**src/rtl/clk_div_ctrl_if.sv**
```systemverilog
// ---------------------------------------------------------------------------
// clk_div_ctrl_if
// Configuration handshake between the system configuration logic (master)
// and the clock-divider controller (slave).
//   cfg_valid : master offers a new half-period ratio
//   cfg_div   : requested half-period in clk_in cycles (0 is treated as 1)
//   cfg_ready : slave can accept cfg_div this cycle
// Parameter CNT_W must match the CNT_W of the attached clk_div_ctrl.
// ---------------------------------------------------------------------------
interface clk_div_ctrl_if #(
  parameter int CNT_W = 8
) ();
  logic             cfg_valid;
  logic [CNT_W-1:0] cfg_div;
  logic             cfg_ready;

  modport master (output cfg_valid, output cfg_div, input  cfg_ready);
  modport slave  (input  cfg_valid, input  cfg_div, output cfg_ready);
endinterface

```
**src/rtl/clk_div_ctrl.sv**
```systemverilog
// ---------------------------------------------------------------------------
// clk_div_ctrl
// Programmable clock-divider controller. Produces a registered divided clock
// clk_out (period 2*div_reg clk_in cycles) and a one-cycle tick in the cycle
// clk_out rises. Ratio changes arrive over the cfg handshake and are only
// applied at a period boundary (falling toggle or IDLE entry), and start/stop
// never truncate a clk_out phase.
//
// Ports:
//   clk_in   : sole clock, all state updates on posedge
//   reset    : asynchronous, active-high reset
//   enable   : 1 = run divider, 0 = stop at the next safe point
//   cfg      : configuration handshake (slave side of clk_div_ctrl_if)
//   clk_out  : divided clock
//   tick     : pulse in the cycle clk_out goes 0->1
//   busy     : controller not IDLE
//   edge_cnt : wrapping count of clk_out rising edges
//
// Build option: define CLK_DIV_CNT_EN to implement the edge_cnt counter;
// without it edge_cnt is tied to 0.
// ---------------------------------------------------------------------------
module clk_div_ctrl #(
  parameter int CNT_W   = 8,
  parameter int DEF_DIV = 2
) (
  input  logic               clk_in,
  input  logic               reset,
  input  logic               enable,
  clk_div_ctrl_if.slave      cfg,
  output logic               clk_out,
  output logic               tick,
  output logic               busy,
  output logic [CNT_W-1:0]   edge_cnt
);

  typedef enum logic [1:0] {IDLE, RUN, STOP} state_t;

  localparam logic [CNT_W-1:0] ONE      = CNT_W'(1);
  localparam logic [CNT_W-1:0] DIV_INIT = CNT_W'(DEF_DIV);

  state_t           state, state_nxt;
  logic [CNT_W-1:0] cnt, cnt_nxt;
  logic [CNT_W-1:0] div_reg, div_nxt;
  logic [CNT_W-1:0] pend_div, pend_div_nxt;
  logic             pend, pend_nxt;
  logic             clk_nxt, tick_nxt;

  logic             accept;
  logic [CNT_W-1:0] req_div;
  logic             counting, toggle, fall, stop_now;

  assign cfg.cfg_ready = !pend;
  assign busy          = (state != IDLE);

  assign accept  = cfg.cfg_valid && cfg.cfg_ready;
  assign req_div = (cfg.cfg_div == '0) ? ONE : cfg.cfg_div;

  // The counter keeps running in RUN unless we are stopping from a low phase,
  // and always in STOP so the high phase completes in full.
  assign counting = ((state == RUN) && (enable || clk_out)) || (state == STOP);
  // div_reg only changes when cnt returns to 0, so cnt never exceeds div_reg-1.
  assign toggle   = counting && (cnt == div_reg - ONE);
  assign fall     = toggle && clk_out;
  assign stop_now = (state == RUN) && !enable && !clk_out;

  // NOTE: every signal written here gets a default first; a path that leaves
  // one unassigned would infer a latch.
  always_comb begin
    state_nxt    = state;
    cnt_nxt      = cnt;
    clk_nxt      = clk_out;
    tick_nxt     = 1'b0;
    div_nxt      = div_reg;
    pend_nxt     = pend;
    pend_div_nxt = pend_div;

    if (counting) begin
      cnt_nxt  = toggle ? '0 : cnt + ONE;
      clk_nxt  = toggle ? !clk_out : clk_out;
      tick_nxt = toggle && !clk_out;
    end

    unique case (state)
      IDLE: begin
        cnt_nxt = '0;
        clk_nxt = 1'b0;
        if (accept) div_nxt = req_div;
        if (enable) state_nxt = RUN;
      end
      RUN: begin
        if (stop_now) begin
          state_nxt = IDLE;
          cnt_nxt   = '0;
        end else if (!enable) begin
          state_nxt = fall ? IDLE : STOP;
        end
      end
      STOP: begin
        if (enable)    state_nxt = RUN;
        else if (fall) state_nxt = IDLE;
      end
      default: state_nxt = IDLE;
    endcase

    // Outside IDLE a new ratio waits in pend_div until a period boundary.
    // An offer landing exactly on a boundary is applied directly.
    if (state != IDLE) begin
      if (fall || stop_now) begin
        div_nxt  = accept ? req_div : (pend ? pend_div : div_reg);
        pend_nxt = 1'b0;
      end else if (accept) begin
        pend_nxt     = 1'b1;
        pend_div_nxt = req_div;
      end
    end
  end

  // NOTE: sequential state uses non-blocking assignments so every register
  // samples the pre-edge values of the others.
  always_ff @(posedge clk_in or posedge reset) begin
    if (reset) begin
      state    <= IDLE;
      cnt      <= '0;
      clk_out  <= 1'b0;
      tick     <= 1'b0;
      div_reg  <= DIV_INIT;
      pend     <= 1'b0;
      pend_div <= '0;
    end else begin
      state    <= state_nxt;
      cnt      <= cnt_nxt;
      clk_out  <= clk_nxt;
      tick     <= tick_nxt;
      div_reg  <= div_nxt;
      pend     <= pend_nxt;
      pend_div <= pend_div_nxt;
    end
  end

`ifdef CLK_DIV_CNT_EN
  always_ff @(posedge clk_in or posedge reset) begin
    if (reset)         edge_cnt <= '0;
    else if (tick_nxt) edge_cnt <= edge_cnt + ONE;
  end
`else
  assign edge_cnt = '0;
`endif

endmodule

```
**src/flat_wrapper.sv**
```systemverilog
// flat-port wrapper written by rule: the top's interface ports become plain ports
module clk_div_ctrl_flat 
#(
  parameter int CNT_W   = 8,
  parameter int DEF_DIV = 2
)
  (clk_in, reset, enable, clk_out, tick, busy, edge_cnt, cfg_cfg_valid, cfg_cfg_div, cfg_cfg_ready);
  clk_div_ctrl_if #(.CNT_W(CNT_W)) cfg_i ();
  input  logic clk_in;
  input  logic reset;
  input  logic enable;
  output logic clk_out;
  output logic tick;
  output logic busy;
  output logic [CNT_W-1:0] edge_cnt;
  input wire logic [$bits(cfg_i.cfg_valid)-1:0] cfg_cfg_valid;
  input wire logic [$bits(cfg_i.cfg_div)-1:0] cfg_cfg_div;
  output wire logic [$bits(cfg_i.cfg_ready)-1:0] cfg_cfg_ready;
  assign cfg_i.cfg_valid = cfg_cfg_valid;
  assign cfg_i.cfg_div = cfg_cfg_div;
  assign cfg_cfg_ready = cfg_i.cfg_ready;
  clk_div_ctrl #(.CNT_W(CNT_W), .DEF_DIV(DEF_DIV)) u_core (.clk_in(clk_in), .reset(reset), .enable(enable), .cfg(cfg_i), .clk_out(clk_out), .tick(tick), .busy(busy), .edge_cnt(edge_cnt));
endmodule
```
**config.mk**
```make
export PLATFORM = sky130hd
export DESIGN_NAME = clk_div_ctrl_flat
export DESIGN_NICKNAME = d
export VERILOG_FILES = /design/src/rtl/clk_div_ctrl_if.sv /design/src/rtl/clk_div_ctrl.sv /design/src/flat_wrapper.sv
export SDC_FILE = /design/constraint.sdc
export NUM_CORES = 1
export LEC_CHECK = 0
export BUFFER_PORTS_ARGS = -buffer_cell sky130_fd_sc_hd__buf_2
export CAP_MARGIN = 0
export CORE_ASPECT_RATIO = 0.6
export CORE_MARGIN = 8
export CORE_UTILIZATION = 50
export DETAILED_ROUTE_END_ITERATION = 12
export GPL_ROUTABILITY_DRIVEN = 0
export PLACE_DENSITY = 0.81
export SYNTH_ARGS = -nofsm -noshare
export SYNTH_HDL_FRONTEND = slang
export SYNTH_SLANG_ARGS = --single-unit
```
**constraint.sdc**
```tcl
create_clock -name clk_in -period 5.7 [get_ports clk_in]
set_input_delay 1.14 -clock clk_in [delete_from_list [all_inputs] [get_ports clk_in]]
set_output_delay 1.14 -clock clk_in [all_outputs]
set_load 0.02 [all_outputs]
```
==> results.py, run 1 <==
metrics = {
    "final_layout": {
        "final_util_pct": 56.09,
        "nets": 215,
        "syn_to_final_growth_pct": 9.012,
        "diodes": 0,
        "layout.cells.non_filler": 249,
        "drive_gt1_share_pct": 20.79,
    },
    "synthesis": {
        "netlist-cell-type-count": 44,
        "synthArstFlopShare_pct": 100.0,
        "avgSynthCellArea_sq_um": 10.06,
        "synth_commonest_cells": "28 x dfrtp_1, 22 x nor2_1, 21 x mux2i_1, 13 x a21oi_1, 11 x xor2_1",
        "yosys_register_bits": 29,
        "synth_edf_count": 0,
        "synth_ff_type": "dfrtp_1",
        "synth_area_leaders": "dfrtp_1 38%, mux2i_1 11%, xor2_1 5.2%",
        "synth_area_sq_um": 1861,
        "ys_seq_area_share_pct": 39.07,
        "yosysWarnings": 0,
        "synth_top_area_share_pct": 37.66,
        "synth_top_cell_by_area": "dfrtp_1",
        "syn_inst": 185,
        "yosysMostFrequentCell": "dfrtp_1",
    },
    "clocking": {
        "cts_setup_buffers": 0,
        "cts_sinks": 29,
        "cts_buffers": 5,
        "clkTransAtPathRegs_ps": 60,
        "cts_root_buf": "clkbuf_8",
        "hold_buffers": 0,
        "htreeDepth": 2,
        "clkLatencyLatePin_ps": 280,
        "cts_resized": 0,
        "cts_buffer_depth": 2,
        "cts_tree": "yes",
    },
    "floorplan": {
        "fp-row-count": 17,
        "core_area_sq_um": 3616,
        "chipWidth_microns": 94.75,
        "initial_utilization_pct": 51.45,
        "die-area_sq_um": 5993,
        "die_h_microns": 63.25,
        "io-pin-count": 24,
    },
    "critical_path": {
        "worstSetupPathType": "reg -> reg",
        "worst_ep_arrival_time_ps": 2940,
        "slowest_stage": "dfrtp_1",
        "crit_path_max_incr_delay_ps": 430,
        "crit_path_max_fanout": 9,
        "cp_data_required_time_ps": 5860,
        "crit_chain": "inv_1, ha_1, nand2b_1, a21oi_1, a311o_1, a211oi_2, o21ai_4, o2111ai_4, mux2_2",
        "r2r_setup_slack_ps": 2920,
        "reg2reg_depth": 9,
        "crit_family": "compound AO/OA/AOI/OAI gates",
        "r2r-end": "u_core.pend_div[6]",
        "cp-start-kind": "flip-flop",
        "timing.rr.start": "u_core.div_reg[0]",
        "critPathBufInv": 1,
        "end_kind": "flip-flop",
    },
    "sta": {
        "hold_viol_final": 0,
        "finalSetupViolCount": 0,
        "rsz0062_at_grt": "false",
        "skew_ps": 3.334,
        "final.min_clock_period_ps": 2775,
        "tns_ps": 0,
        "drv_slew": 0,
        "max_slew_margin_pct": 28.02,
        "tightestPinTransition_ps": 1079,
        "fmax_mhz": 360.3,
        "fin_crit_sh_pct": 48.69,
    },
    "worst_hold_path": {
        "worstHoldStart": "u_core.pend_div[5]",
        "hold_end": "u_core.pend_div[5]",
        "hp-class": "reg -> reg",
        "holdPathStages": 1,
    },
    "global_routing": {
        "grt_overflow": 0,
        "grtUsageTotal_pct": 14.01,
        "grt_pass1_wl_microns": 6617,
        "antenna_found_initial": 0,
        "grt_pass1_vias": 1393,
        "grt_max_degree": 30,
    },
    "job": {
        "drv_cap": 0,
    },
    "placed_design": {
        "dp_cells": 241,
        "io_buffers": 15,
        "dp_hpwl_microns": 3014,
    },
    "power_and_ir_drop": {
        "irDropWorstVdd_mv": 0.2609,
        "power_leakage_nw": 0.9032,
        "power_uw": 785.5,
        "power_density_nw_per_um2": 387.3,
    },
    "drt": {
        "post_drt_wl_per_cell_microns": 16.04,
        "drt-initial-drc-count": 47,
        "drt-total-wl_microns": 3994,
        "vias": 1368,
        "ant_nets": 0,
        "drt-vias-per-instance": 5.494,
        "dr.pass1.iters": 4,
        "drcViolationCount": 0,
    },
    "run_status": {
        "outcome": "complete, no violations",
    },
}
[cell families after synthesis]
| family | after synthesis | share of synthesized area, % |
|---|---|---|
| simple gates | 56 | 16.27 |
| compound gates | 29 | 12.51 |
| fa+ha+maj | 2 | 1.345 |
| flops | 29 | 39.07 |
| other cells | 1 | 0.2016 |
| xor+xnor | 17 | 8.003 |
| mux | 28 | 15.53 |
| buf+inv | 23 | 7.061 |
[cell usage in the layout, fill, tap and decap left out, drive strengths merged]
| master | n |
|---|---|
| dfstp | 1 |
| a32oi | 1 |
| a311o | 1 |
| a21boi | 1 |
| nand4 | 5 |
| o22a | 1 |
| inv | 10 |
| xor2 | 11 |
| mux2 | 7 |
| o211ai | 2 |
| nor2 | 22 |
| xnor2 | 6 |
| clkbuf | 7 |
| nand2b | 4 |
| or4b | 1 |
| nand3 | 3 |
| nor2b | 1 |
| a21oi | 13 |
| and4 | 1 |
| dfrtp | 28 |
| nand2 | 6 |
| ha | 2 |
| a211oi | 2 |
| or2b | 1 |
| buf | 15 |
| a21o | 1 |
| conb | 8 |
| and3 | 3 |
| o2111ai | 1 |
| nor4 | 2 |
| o21ba | 1 |
| nand3b | 2 |
| o21ai | 4 |
| mux2i | 21 |
| and2 | 1 |
| o311ai | 1 |
| nor3 | 3 |
| clkinv | 1 |
| nor4b | 1 |
[how the worst max path moves through the flow]
stage                           start            endpoint  slack [ps]  depth (start not counted)
floorplan                      enable  u_core.pend_div[1]        3040                          7
finish              u_core.div_reg[0]  u_core.pend_div[6]        2920                          9
global placement               enable  u_core.pend_div[7]        2810                          8
global route        u_core.div_reg[0]  u_core.pend_div[5]        2790                          9
detailed placement             enable  u_core.pend_div[3]        2700                          8
CTS                 u_core.div_reg[0]  u_core.pend_div[3]        2930                          9
[per-layer routing]
| layer | track usage [%] | vias to the layer above | part of all wire, % |
|---|---|---|---|
| li1 | - | 666 | - |
| met1 | 18.75 | 669 | 50 |
| met2 | 21.07 | 29 | 44 |
| met3 | 3.901 | 4 | 5.2 |
| met4 | 4.642 | 0 | 0.78 |
| met5 | 0 | - | 0 |
[layout make-up]
cell class,instances,area (sq um)
fillers,336,1588
multi-input cells,140,1028
flip-flops and latches,29,726.9
clock buffers,7,96.34
repair buffers,15,75.07
well taps,47,58.81
inverters,10,37.54
clock inverters,1,5.005
[report_power, final]
part	internal, mW	switching [mW]	total, mW	leakage, nW
registers	0.264	0.0739	0.338	0.364
logic	0.124	0.139	0.263	0.484
clock network	0.109	0.0759	0.185	0.0542
total	0.496	0.289	0.786	0.903
[metrics by stage]
stage / hold slack (ps) / area [sq um] / setup slack [ps]
3_3_place_gp: 493.5 / 1927 / 2813
2_1_floorplan: 479.6 / 1887 / 3037
5_1_grt: 534.5 / 2028 / 2793
6_report: 510.6 / 2028 / 2925
3_5_place_dp: 494.6 / 1927 / 2700
4_1_cts: 510.8 / 2028 / 2930
[worst reg2reg max path, cell delays in order (launching register included)]
cell	delay, ps
dfrtp_1	430
inv_1	120
ha_1	310
nand2b_1	180
a21oi_1	80
a311o_1	330
a211oi_2	270
o21ai_4	170
o2111ai_4	390
mux2_2	380
Note: power is estimated with default switching activity, not from simulation.
==> run 2: changes to the inputs <==
--- a/config.mk
+++ b/config.mk
@@ -5,6 +5,7 @@
 export SDC_FILE = /design/constraint.sdc
 export NUM_CORES = 1
 export LEC_CHECK = 0
+export ABC_AREA = 1
 export BUFFER_PORTS_ARGS = -buffer_cell sky130_fd_sc_hd__buf_2
 export CAP_MARGIN = 0
 export CORE_ASPECT_RATIO = 0.6
@@ -12,7 +13,7 @@
 export CORE_UTILIZATION = 50
 export DETAILED_ROUTE_END_ITERATION = 12
 export GPL_ROUTABILITY_DRIVEN = 0
-export PLACE_DENSITY = 0.81
+export PLACE_DENSITY = 0.83
 export SYNTH_ARGS = -nofsm -noshare
 export SYNTH_HDL_FRONTEND = slang
 export SYNTH_SLANG_ARGS = --single-unit
==> constraint.sdc (replaced) <==
create_clock -name clk_in -period 2.3 [get_ports clk_in]
set_input_delay 0.46 -clock clk_in [delete_from_list [all_inputs] [get_ports clk_in]]
set_output_delay 0.46 -clock clk_in [all_outputs]
set_load 0.02 [all_outputs]
==> run 2 against run 1 <==
Clock power up 130%; combinational power increased by 130%; count of clock-buffer cells in the layout unchanged; first-iteration DRC count rose to 4.6 times the previous value; synthesized area up 6.7%; power increased by 130%; core utilization is 1.7 points higher; sequential power rose by 120%; synthesized cell count is 57% higher; register-to-register slack worse by 2700 ps; clock skew is 1.0 ps higher; largest power group unchanged.
==> results.py, run 2 <==
metrics = {
    "synthesis": {
        "syn_inst": 291,
        "synth_top_cell_by_area": "dfrtp_1",
        "synth_area_leaders": "dfrtp_1 35%, nand2_1 17%, nand3_1 8.8%",
        "synth_area_sq_um": 1984,
        "yosysWarnings": 0,
        "synth_ff_type": "dfrtp_1",
        "synth_commonest_cells": "88 x nand2_1, 40 x inv_1, 35 x nand3_1, 28 x dfrtp_1, 21 x nor2_1",
        "yosys_register_bits": 29,
        "netlist-cell-type-count": 29,
        "synth_top_area_share_pct": 35.31,
        "avgSynthCellArea_sq_um": 6.819,
        "ys_seq_area_share_pct": 36.63,
        "yosysMostFrequentCell": "nand2_1",
        "synth_edf_count": 0,
        "synthArstFlopShare_pct": 100.0,
    },
    "clocking": {
        "cts_tree": "yes",
        "cts_sinks": 29,
        "cts_resized": 0,
        "cts_root_buf": "clkbuf_8",
        "clkLatencyLatePin_ps": 290,
        "hold_buffers": 0,
        "cts_buffers": 5,
        "cts_buffer_depth": 2,
        "clkTransAtPathRegs_ps": 60,
        "cts_setup_buffers": 0,
        "htreeDepth": 2,
    },
    "global_routing": {
        "grt_overflow": 0,
        "antenna_found_initial": 0,
        "grt_max_degree": 30,
        "grt_pass1_vias": 1684,
        "grtUsageTotal_pct": 15.30,
        "grt_pass1_wl_microns": 7990,
    },
    "floorplan": {
        "initial_utilization_pct": 53.01,
        "die-area_sq_um": 6307,
        "chipWidth_microns": 97.33,
        "io-pin-count": 24,
        "core_area_sq_um": 3744,
        "die_h_microns": 64.80,
        "fp-row-count": 17,
    },
    "sta": {
        "rsz0062_at_grt": "false",
        "max_slew_margin_pct": 60.97,
        "drv_slew": 0,
        "finalSetupViolCount": 0,
        "tns_ps": 0,
        "final.min_clock_period_ps": 2056,
        "tightestPinTransition_ps": 583.3,
        "skew_ps": 4.363,
        "hold_viol_final": 0,
        "hold_ws_ps": 239.6,
        "fmax_mhz": 486.3,
        "fin_crit_sh_pct": 89.41,
    },
    "worst_hold_path": {
        "hp-class": "in -> async",
    },
    "power_and_ir_drop": {
        "power_leakage_nw": 1.144,
        "irDropWorstVdd_mv": 0.5038,
        "power_density_nw_per_um2": 822.1,
        "power_mw": 1.779,
    },
    "drt": {
        "drt-vias-per-instance": 5.397,
        "drcViolationCount": 0,
        "drt-total-wl_microns": 4751,
        "vias": 1932,
        "drt-initial-drc-count": 215,
        "ant_nets": 0,
        "dr.pass1.iters": 5,
        "post_drt_wl_per_cell_microns": 13.27,
    },
    "critical_path": {
        "crit_path_max_fanout": 19,
        "timing.rr.start": "u_core.div_reg[1]",
        "r2r_setup_slack_ps": 240,
        "r2r-end": "u_core.pend",
        "cp_data_required_time_ps": 2470,
        "endpoint": "u_core.pend",
        "startpoint": "u_core.div_reg[1]",
        "end_kind": "flip-flop",
        "worst_ep_arrival_time_ps": 2230,
        "worstSetupPathType": "reg -> reg",
        "reg2reg_depth": 12,
        "cp-start-kind": "flip-flop",
    },
    "placed_design": {
        "io_buffers": 15,
        "dp_hpwl_microns": 3654,
        "dp_cells": 351,
        "place_area_sq_um": 2077,
    },
    "final_layout": {
        "diodes": 0,
        "layout_commonest_cell": "nand2_1",
        "final_cell_area_sq_um": 2163,
        "mostFrequentLayoutCells": "88 x nand2_1, 40 x inv_1, 35 x nand3_1",
        "nets": 325,
        "drive_gt1_share_pct": 12.22,
        "syn_to_final_growth_pct": 9.016,
        "layout.cells.non_filler": 358,
    },
    "job": {
        "drv_cap": 0,
    },
    "run_status": {
        "outcome": "complete, no violations",
    },
}
[run 2: cell types whose count changed in the layout (fill, tap and decap cells not counted), sizes merged, moves of 7 or more]
cell	delta
a21oi	-7
inv	+31
mux2	-7
mux2i	-19
nand2	+86
nand3	+34
o21ai	+13
xor2	-7
[run 2: worst min path at each step]
| stage | startpoint | to | slack [ps] | cells after the start |
|---|---|---|---|---|
| 4_1_cts | reset | u_core.cnt[2] | 240 | 3 |
| 2_1_floorplan | u_core.pend_div[1] | u_core.pend_div[1] | 440 | 2 |
| 3_5_place_dp | u_core.pend_div[1] | u_core.pend_div[1] | 460 | 2 |
| 6_report | reset | u_core.state[0] | 240 | 3 |
| 3_3_place_gp | u_core.pend_div[3] | u_core.pend_div[3] | 460 | 2 |
| 5_1_grt | reset | u_core.pend_div[3] | 280 | 3 |
[run 2: final cells by class]
type | instances | area, sq um
flip-flops and latches | 29 | 726.9
repair buffers | 20 | 112.6
multi-input cells | 213 | 1021
fillers | 350 | 1580
clock buffers | 7 | 86.33
inverters | 42 | 157.7
well taps | 47 | 58.81
[run 2: power by group]
part           switching (mW)  internal [mW]
Clock                   0.194          0.237
Combinational           0.376          0.216
Sequential              0.127          0.628
Total                   0.697           1.08
[run 2: kinds of logic (layout without fill, tap and decap cells)]
kind of cell,Yosys count,after routing,share of synthesized area [%]
AO/OA/AOI/OAI,26,26,6.873
AND/OR/NAND/NOR,171,171,39.03
multiplexers,2,2,1.009
other,1,8,0.1890
buffers and inverters,56,69,13.24
flip-flops,29,29,36.63
adder cells (fa/ha/maj),2,2,1.261
XOR/XNOR,4,4,1.765
[run 2: layer usage]
metal | part of all wire, % | vias to the layer above | global-route usage, %
met5 | 0 | - | 0
met4 | 0.93 | 0 | 4.503
met3 | 11 | 5 | 6.878
met2 | 39 | 83 | 19.75
met1 | 50 | 889 | 21.79
li1 | - | 955 | -
[run 2: worst max-delay path, cell delays in order, from the launching register on]
cell and delay, ps:
dfstp_2 540, inv_1 60, ha_1 280, inv_1 40
nand2_1 60, nand4_1 90, nor2_1 90, nand3_1 90
nor2_2 110, nand3_2 110, buf_4 230, nand3_4 120
o21ai_0 90
[run 2: metrics by stage]
step	util (%)	worst slack, ps
floorplan	-	399.2
global placement	55.48	290.6
detailed placement	55.48	260.7
CTS	57.79	253.6
global route	57.79	45.46
finish	57.79	243.6
